## config.mk

```make
export PLATFORM = sky130hd
export DESIGN_NAME = walk_request_arbiter
export DESIGN_NICKNAME = d
export VERILOG_FILES = /design/src/rtl/walk_request_arbiter.sv
export SDC_FILE = /design/constraint.sdc
export NUM_CORES = 1
export LEC_CHECK = 0
export CAP_MARGIN = 40
export CELL_PAD_IN_SITES_DETAIL_PLACEMENT = 1
export CELL_PAD_IN_SITES_GLOBAL_PLACEMENT = 1
export CORE_UTILIZATION = 50
export DETAILED_ROUTE_END_ITERATION = 6
export PLACE_DENSITY_LB_ADDON = 0.1
export SKIP_LAST_GASP = 1
export SLEW_MARGIN = 20
export SYNTH_ARGS = -nofsm -noshare
export SYNTH_HDL_FRONTEND = slang
export SYNTH_SLANG_ARGS = --single-unit
```

## constraint.sdc

```tcl
create_clock -name clk -period 5.3 [get_ports clk]
set_input_delay 0.53 -clock clk [delete_from_list [all_inputs] [get_ports clk]]
set_output_delay 0.53 -clock clk [all_outputs]
set_load 0.02 [all_outputs]
```

## src/rtl/walk_request_arbiter.sv

```systemverilog
// Pedestrian walk-request front end: per-channel synchronise, debounce,
// pending latch and wait-age, then one-at-a-time grant offer to the traffic
// light controller FSM (urgent channels first, otherwise round-robin).
module walk_request_arbiter #(
  parameter int N_CH            = 4,
  parameter int DEBOUNCE_CYCLES = 4,
  parameter int WAIT_W          = 8,
  parameter int MAX_WAIT        = 200,
  localparam int IDX_W          = (N_CH > 1) ? $clog2(N_CH) : 1
) (
  input  logic             clk,
  input  logic             reset_n,
  input  logic [N_CH-1:0]  walk_push,
  input  logic [N_CH-1:0]  clear_by_fsm,
  output logic [N_CH-1:0]  pending_walk,
  output logic [N_CH-1:0]  urgent,
  output logic             grant_valid,
  output logic [IDX_W-1:0] grant_idx,
  output logic             grant_urgent,
  input  logic             grant_ready
);

  localparam int DB_W  = $clog2(DEBOUNCE_CYCLES + 1);
  localparam int URG_W = WAIT_W + 1;

  localparam logic [DB_W-1:0]   DB_MAX  = DB_W'(DEBOUNCE_CYCLES);
  localparam logic [WAIT_W-1:0] AGE_MAX = '1;
  localparam logic [URG_W-1:0]  URG_TH  = URG_W'(MAX_WAIT);

  typedef enum logic {
    IDLE  = 1'b0,
    OFFER = 1'b1
  } state_t;

  // Input path
  logic [N_CH-1:0]   walkSync_p0;
  logic [N_CH-1:0]   walkSync_p1;
  logic [DB_W-1:0]   dbCnt [N_CH];
  logic [N_CH-1:0]   stable;
  logic [N_CH-1:0]   stableQ;
  logic [N_CH-1:0]   pressEvt;

  // Pending / age
  logic [N_CH-1:0]   pendQ;
  logic [N_CH-1:0]   pendNext;
  logic [N_CH-1:0]   acceptVec;
  logic [WAIT_W-1:0] age [N_CH];

  // Grant FSM
  state_t            state;
  state_t            stateNext;
  logic [IDX_W-1:0]  rrPtr;
  logic [IDX_W-1:0]  rrPtrNext;
  logic [IDX_W-1:0]  grantIdxQ;
  logic [IDX_W-1:0]  grantIdxNext;
  logic              grantUrgQ;
  logic              grantUrgNext;

  // Selection
  logic [N_CH-1:0]   eligible;
  logic              selFound;
  logic [IDX_W-1:0]  selIdx;
  logic              selUrg;

  // Saturating increment of a debounce counter (stops at the accept count).
  function automatic logic [DB_W-1:0] satIncDb(input logic [DB_W-1:0] v);
    if (v == DB_MAX) return v;
    return v + 1'b1;
  endfunction

  // Saturating increment of a wait-age counter (stops at all-ones).
  function automatic logic [WAIT_W-1:0] satIncAge(input logic [WAIT_W-1:0] v);
    if (v == AGE_MAX) return v;
    return v + 1'b1;
  endfunction

  // Next round-robin position after a channel, wrapping at N_CH.
  function automatic logic [IDX_W-1:0] wrapInc(input logic [IDX_W-1:0] idx);
    if (int'(idx) >= N_CH - 1) return '0;
    return idx + 1'b1;
  endfunction

  // Stage p0/p1: two-flop synchroniser on the raw buttons.
  always_ff @(posedge clk) begin
    if (!reset_n) begin
      walkSync_p0 <= '0;
      walkSync_p1 <= '0;
    end else begin
      walkSync_p0 <= walk_push;
      walkSync_p1 <= walkSync_p0;
    end
  end

  // Debounce: count consecutive high synced samples, restart on any low one.
  always_ff @(posedge clk) begin
    for (int i = 0; i < N_CH; i++) begin
      if (!reset_n) begin
        dbCnt[i]   <= '0;
        stableQ[i] <= 1'b0;
      end else begin
        stableQ[i] <= stable[i];
        if (!walkSync_p1[i]) dbCnt[i] <= '0;
        else                 dbCnt[i] <= satIncDb(dbCnt[i]);
      end
    end
  end

  // A press is the rising edge of the debounced level; holding never re-fires.
  always_comb begin
    stable = '0;
    for (int i = 0; i < N_CH; i++) begin
      stable[i] = (dbCnt[i] == DB_MAX);
    end
    pressEvt = stable & ~stableQ;
  end

  // Pending latch next value: clear beats accept beats press, else hold.
  always_comb begin
    acceptVec = '0;
    pendNext  = pendQ;
    for (int i = 0; i < N_CH; i++) begin
      if ((state == OFFER) && grant_ready && (int'(grantIdxQ) == i)) acceptVec[i] = 1'b1;
      if (clear_by_fsm[i])  pendNext[i] = 1'b0;
      else if (acceptVec[i]) pendNext[i] = 1'b0;
      else if (pressEvt[i])  pendNext[i] = 1'b1;
    end
  end

  // Pending register.
  always_ff @(posedge clk) begin
    if (!reset_n) pendQ <= '0;
    else          pendQ <= pendNext;
  end

  // Wait age: zero while idle or on the clearing edge, saturating count while pending.
  always_ff @(posedge clk) begin
    for (int i = 0; i < N_CH; i++) begin
      if (!reset_n)                     age[i] <= '0;
      else if (!pendNext[i] || !pendQ[i]) age[i] <= '0;
      else                              age[i] <= satIncAge(age[i]);
    end
  end

  // Urgent flag: pending and aged to the threshold.
  always_comb begin
    urgent = '0;
    for (int i = 0; i < N_CH; i++) begin
      urgent[i] = pendQ[i] && ({1'b0, age[i]} >= URG_TH);
    end
  end

  // Channel selection from rrPtr with wrap: first urgent, else first pending.
  // A channel being cleared this very cycle is skipped so we never offer it.
  always_comb begin
    logic             urgFound;
    logic             anyFound;
    logic [IDX_W-1:0] urgIdx;
    logic [IDX_W-1:0] anyIdx;
    urgFound = 1'b0;
    anyFound = 1'b0;
    urgIdx   = '0;
    anyIdx   = '0;
    eligible = pendQ & ~clear_by_fsm;
    for (int off = 0; off < N_CH; off++) begin
      int ch;
      ch = int'(rrPtr) + off;
      if (ch >= N_CH) ch = ch - N_CH;
      if (eligible[ch] && urgent[ch] && !urgFound) begin
        urgFound = 1'b1;
        urgIdx   = IDX_W'(ch);
      end
      if (eligible[ch] && !anyFound) begin
        anyFound = 1'b1;
        anyIdx   = IDX_W'(ch);
      end
    end
    selFound = anyFound;
    selUrg   = urgFound;
    selIdx   = urgFound ? urgIdx : anyIdx;
  end

  // Grant FSM next state: offer on any eligible request, retire on accept or withdraw.
  always_comb begin
    stateNext    = state;
    rrPtrNext    = rrPtr;
    grantIdxNext = grantIdxQ;
    grantUrgNext = grantUrgQ;
    case (state)
      IDLE: begin
        if (selFound) begin
          stateNext    = OFFER;
          grantIdxNext = selIdx;
          grantUrgNext = selUrg;
        end
      end
      OFFER: begin
        if (grant_ready) begin
          stateNext = IDLE;
          rrPtrNext = wrapInc(grantIdxQ);
        end else if (clear_by_fsm[grantIdxQ]) begin
          stateNext = IDLE;
        end
      end
      default: stateNext = IDLE;
    endcase
  end

  // Grant FSM registers.
  always_ff @(posedge clk) begin
    if (!reset_n) begin
      state     <= IDLE;
      rrPtr     <= '0;
      grantIdxQ <= '0;
      grantUrgQ <= 1'b0;
    end else begin
      state     <= stateNext;
      rrPtr     <= rrPtrNext;
      grantIdxQ <= grantIdxNext;
      grantUrgQ <= grantUrgNext;
    end
  end

  assign pending_walk = pendQ;
  assign grant_valid  = (state == OFFER);
  assign grant_idx    = grantIdxQ;
  assign grant_urgent = grantUrgQ;

endmodule

```

==> reports/qor.yml, run 1 <==
wire_per_inst_um: 16.04
peakVddDrop_v: 0.0001430
m1WireLength_um: 3729
drive_above_1_share: 0.06614
cts_buffers: 9
drc_errors: 0
setup_tns_ps: 0
ff_latch_area_um2: 1762
tritoncts: "yes"
cts-resized-gates: 0
period_needed_ps: 2775
data_arrival_time_of_the_worst_path_ps: 2760
crit_path_max_fanout: 23
maxCapViolCount: 0
top_routing_layer_used: "met4"
cts.repair_timing.setup_buffer_count: 0
synthToLayoutAreaGrowth_pct: 14.40
placementRows: 30
ys_async_sr_fraction: 0
number_of_diodes_added_for_antenna_fixing: 0
place.gp.congestion: 0.8040
final_number_of_setup_violating_endpoints: 0
total_power_density_per_cell_area_nw_per_um2: 246.0
cts-hold-fix-buffers: 0
initialDrtViolationCount: 81
synth_ff_type: "edfxtp_1"
multiInputGateArea_um2: 1665
grt_start_max_net_pins: 24
route.antenna.remaining_nets: 0
final.period_utilization: 0.5235
fmaxAchievable_ghz: 0.3604
fill_cells: 768
detailroute.wirelength.met3_um: 210
routed_via_density: 5.297
fin_skew_ps: 10.62
io_pins: 23
drv_slew: 0
worstMarginPinSlew_ps: 643.3
hold_class: "reg2reg"
cts_root_buffer: "clkbuf_8"
cts.sink_count: 66
port-buffer-count: 22
netlist_area_pre_place_um2: 3528
grt_first_pass_wirelength_um: 12830
synth.avg_cell_area_um2: 10.17
vias_in_the_first_global_route: 2648
post_synthesis_sequential_area_ratio: 0.4993
grt_antenna_before_repair: 0
overflow: 0
floorplan.initialDensity: 0.5193
die_width_um: 86.01
cp-start-kind: "input pin"
coreArea_um2: 6794
met2_wirelength_um: 3625
report.final.hold_viol_count: 0
clock_tree.buffer_depth: 2
clk_latency_ps: 340
cts_htree_levels: 3
grt_setup_unrepaired: "false"
worst_setup_path_end_kind: "flop"
worst_slew_slack_as_a_fraction_of_its_limit: 0.5698
track_usage: 0.2259
netlist_instances: 347
detailedPlacementHpwl_um: 5658
ys_ff_latch: 66
die_area_um2: 7397
final_routed_wirelength_um: 7605
synth_nets: 378
via_count: 2511
worst-endpoint-required_ps: 5290
p_leak_nw: 1.486
finalCoreUtilization: 0.5941
timing.setup.critical_path_class: "in2reg"
first_pass_iters: 4
outcome: "finished, final reports clean"
synth.yosys.warnings: 0
synth.lib_cells_used.distinct: 42
num-nets-final: 404
clkSlewWorstSetupHoldPaths_ps: 80
number_of_enable_flip_flop_cells_after_synthesis: 44
die_h_um: 86.01
-- state kept, by name, summed over array words and instances, names as in the netlist --
register / cells
age: 32
walkSync_p0: 4
grant_urgent: 1
rrPtr: 2
walkSync_p1: 4
grant_idx: 2
dbCnt: 12
grant_valid: 1
stableQ: 4
pending_walk: 4
-- synthesized netlist by cell type, drive strengths merged, types with 4 or more instances --
library cell,number,area (um2)
nor2,59,221.5
edfxtp,44,1321
nand2,25,93.84
dfxtp,22,440.4
ha,20,250.2
inv,20,75.07
and3,16,101.4
xnor2,16,140.1
nand3,15,80.08
nor3,14,75.07
xor2,13,113.9
a21oi,9,45.04
and2,9,56.30
clkbuf,7,26.28
nor2b,6,37.54
o21a,6,45.04
a211oi,5,37.54
nand3b,5,37.54
nand4,5,31.28
mux2i,4,40.04
-- worst max-delay path, cell delays in order --
cell and delay (ps):
clkdlybuf4s50_1 880, inv_1 400, a211oi_1 540, nand3b_1 400
-- logic make-up after synthesis --
family,Yosys count,synth area share
adders and majority gates,20,0.07092
AOI/OAI and AO/OA,32,0.06560
DFF,66,0.4993
muxes,7,0.03050
and+or+nand+nor,166,0.2330
buffers and inverters,27,0.02872
xor gates and xnor gates,29,0.07198
-- final cells by class --
cell class | count | share of cell area
sequential | 66 | 0.4365
multi-input combinational | 254 | 0.4126
timing repair buffer | 22 | 0.05456
clock buffer | 10 | 0.03410
tap | 96 | 0.02976
inverter | 20 | 0.01860
clock inverter | 6 | 0.01395
-- report_power, final --
group          switching, mW  internal, mW
logic                 0.0110        0.0104
clock network          0.198         0.226
registers            0.00196         0.546
-- layout by cell type, fill, tap and decap left out, types with 14 or more instances in the layout --
| cell type | netlist | layout |
|---|---|---|
| and3_1 | 15 | 15 |
| clkdlybuf4s50_1 | 0 | 22 |
| dfxtp_1 | 22 | 22 |
| edfxtp_1 | 44 | 44 |
| ha_1 | 20 | 20 |
| inv_1 | 20 | 20 |
| nand2_1 | 25 | 25 |
| nand3_1 | 14 | 14 |
| nor2_1 | 59 | 59 |
| xnor2_1 | 16 | 16 |
-- metal layers --
metal | global-route usage | vias up
li1 | - | 1261
met1 | 0.3001 | 1203
met2 | 0.3745 | 42
met3 | 0.05005 | 5
met4 | 0.05909 | 0
met5 | 0 | -
-- stage by stage --
stage	setup slack, ps	area (um2)	instances	hold WS, ps	power (mW)
CTS	2521	4036	474	445.4	1.002
detailed placement	2160	3842	458	425.8	0.5807
finish	2525	4036	474	438.7	0.9928
floorplan	3135	3528	347	411.9	0.5678
global placement	2282	3842	458	416.9	0.5796
global route	2239	4036	474	466.1	1.022
-- worst paths after layout --
| path | start | endpoint | slack [ps] | cells after the start |
|---|---|---|---|---|
| worst min register to register | walkSync_p0[1] | walkSync_p1[1] | 440 | 1 |
| worst max register to register | pending_walk[1] | grant_idx[0] | 3020 | 6 |
| worst max-delay path | reset_n | age[2][0] | 2530 | 4 |
| worst min-delay path | walkSync_p0[1] | walkSync_p1[1] | 440 | 1 |
No activity file was read; power rests on OpenSTA's default activity.
==> run 2, diff against run 1 <==
--- a/config.mk
+++ b/config.mk
@@ -8,7 +8,7 @@
 export CAP_MARGIN = 40
 export CELL_PAD_IN_SITES_DETAIL_PLACEMENT = 1
 export CELL_PAD_IN_SITES_GLOBAL_PLACEMENT = 1
-export CORE_UTILIZATION = 50
+export CORE_UTILIZATION = 42
 export DETAILED_ROUTE_END_ITERATION = 6
 export PLACE_DENSITY_LB_ADDON = 0.1
 export SKIP_LAST_GASP = 1
==> constraint.sdc (replaced) <==
create_clock -name clk -period 2.5 [get_ports clk]
set_input_delay 0.25 -clock clk [delete_from_list [all_inputs] [get_ports clk]]
set_output_delay 0.25 -clock clk [all_outputs]
set_load 0.02 [all_outputs]
==> run 2 against run 1 <==
  * Power up 130%
  * Clock power up 150%
  * First-iteration DRC count up 21%
  * Critical path depth up 2
  * Die area up 19%
  * Sequential power up 110%
  * Utilization down 8.0 points
==> reports/qor.yml, run 2 (synthesis gave the netlist of run 1 again) <==
min_delay_path_depth: 1
drv_slew: 0
drive_above_1_share: 0.1015
final.period_utilization: 0.8952
timing.critical_path.buf_inv: 0
path_delay_family: "simple AND/OR/NAND/NOR gates"
total_power_density_per_cell_area_nw_per_um2: 539.0
track_usage: 0.1945
register_containing_the_most_flip_flops_in_the_final_layout: "age"
ff_latch_area_um2: 1762
setup_tns_ps: 0
worst_slew_slack_as_a_fraction_of_its_limit: 0.6221
grt_first_pass_wirelength_um: 12990
die_width_um: 93.66
io_pins: 23
final_common_cell: "nor2_1"
crit-reg2reg-capture: "grant_idx[0]"
cts_buffers: 9
multiInputGateArea_um2: 1665
outcome: "finished, final reports clean"
worstMarginPinSlew_ps: 566.1
cts_htree_levels: 3
period_needed_ps: 2238
r2r_start: "pending_walk[0]"
p_leak_nw: 1.585
fin_skew_ps: 8.108
fill_cells: 930
clkSlewWorstSetupHoldPaths_ps: 70
routed_via_density: 5.164
data_arrival_time_of_the_worst_path_ps: 2480
finalInstanceArea_um2: 4207
fmaxAchievable_ghz: 0.4468
port-buffer-count: 22
timing.critical_path.slowest_stage_cell: "mux4_2"
number_of_diodes_added_for_antenna_fixing: 0
hold_start: "walkSync_p0[2]"
tritoncts: "yes"
synthToLayoutAreaGrowth_pct: 19.22
vias_in_the_first_global_route: 2635
worst-endpoint-required_ps: 2740
placementRows: 33
drc_errors: 0
initialDrtViolationCount: 98
grt_antenna_before_repair: 0
die_h_um: 93.66
die_area_um2: 8771
worst_setup_path_end_kind: "flop"
cp-start-kind: "flop"
final_number_of_setup_violating_endpoints: 0
cts-hold-fix-buffers: 0
coreArea_um2: 8175
place.gp.congestion: 0.8477
flip_flop_count_of_the_largest_register_all_copies_and_words_added: 32
hold_path_end: "walkSync_p1[2]"
cts.sink_count: 66
peakVddDrop_v: 0.0003214
timing.final.ws_setup_ps: 261.9
layout.cells.most_common_list: "59 x nor2_1, 44 x edfxtp_1, 25 x nand2_1, 22 x dfxtp_1, 22 x clkdlybuf4s50_1"
top_regs: "age x32, dbCnt x12"
maxCapViolCount: 0
num-nets-final: 420
wire_per_inst_um: 15.41
first_pass_iters: 5
floorplan.initialDensity: 0.4316
clock_tree.buffer_depth: 2
cts-resized-gates: 0
cts_root_buffer: "clkbuf_8"
detailedPlacementHpwl_um: 5681
timing.setup.critical_path_class: "reg2reg"
overflow: 0
crit_path_max_incr_delay_ps: 520
route.antenna.remaining_nets: 0
crit_chain: "nand3_1, or3_1, mux4_2, o2111ai_2, nor3_1, o41ai_2"
cts.repair_timing.setup_buffer_count: 0
grt_setup_unrepaired: "false"
crit_path_max_fanout: 6
reg2regPathDepth: 6
placed_cell_area_um2: 3974
post-place-ws_ps: 89.58
final_routed_wirelength_um: 7688
grt_start_max_net_pins: 23
hold_class: "reg2reg"
r2r_slack_ps: 260
via_count: 2577
report.final.hold_viol_count: 0
clk_latency_ps: 340
[run 2: cell count changes in the layout (fill, tap and decap cells not counted)]
cell,before,now
clkinv_1,1,0
clkinv_2,3,0
buf_4,0,16
clkinvlp_4,1,0
clkbuf_8,10,12
clkbuf_1,0,2
bufinv_16,1,2
[run 2: worst max-delay path by stage]
stage / startpoint / end / slack (ps) / cells past startpoint
CTS: pending_walk[0] / grant_idx[0] / 240 / 6
global route: pending_walk[0] / grant_idx[0] / 110 / 6
finish: pending_walk[0] / grant_idx[0] / 260 / 6
global placement: clear_by_fsm[1] / grant_idx[0] / 150 / 6
floorplan: pending_walk[1] / grant_idx[0] / 330 / 6
detailed placement: clear_by_fsm[1] / grant_idx[0] / 90 / 6
[run 2: power by group]
part / total (mW) / internal, mW / switching (mW)
Combinational: 0.0540 / 0.0289 / 0.0252
Sequential: 1.16 / 1.16 / 0.00409
Clock: 1.05 / 0.645 / 0.407
Total: 2.27 / 1.83 / 0.436
[run 2: layout make-up]
class,count,share of cell area
Clock inverter,2,0.01428
Multi-Input combinational cell,254,0.3959
Sequential cell,66,0.4188
Inverter,20,0.01785
Tap cell,105,0.03123
Clock buffer,14,0.04105
Timing Repair Buffer,38,0.08090
[run 2: metal layers]
metal / GRT usage / up-vias / wire, um / part of all wire
met5: 0 / - / 0 / 0
met3: 0.05583 / 7 / 238 / 0.031
met2: 0.3088 / 30 / 3603 / 0.47
met1: 0.2606 / 1248 / 3764 / 0.49
met4: 0.05000 / 0 / 81 / 0.011
li1: - / 1292 / - / -
[run 2: worst reg2reg max path, delay by kind of cell, from the launching register on]
family	cells	cell delay, ps
compound gates	2	580
mux	1	520
simple gates	3	630
flops	1	430
[run 2: through the flow]
| stage | total power, mW | std cells | util | hold WS, ps |
|---|---|---|---|---|
| 2_1_floorplan | 1.204 | 347 | - | 377.3 |
| 3_3_place_gp | 1.238 | 483 | 0.4861 | 415.9 |
| 3_5_place_dp | 1.240 | 483 | 0.4861 | 423.4 |
| 4_1_cts | 2.302 | 499 | 0.5145 | 442.6 |
| 5_1_grt | 2.358 | 499 | 0.5145 | 456.8 |
| 6_report | 2.267 | 499 | 0.5145 | 439.9 |
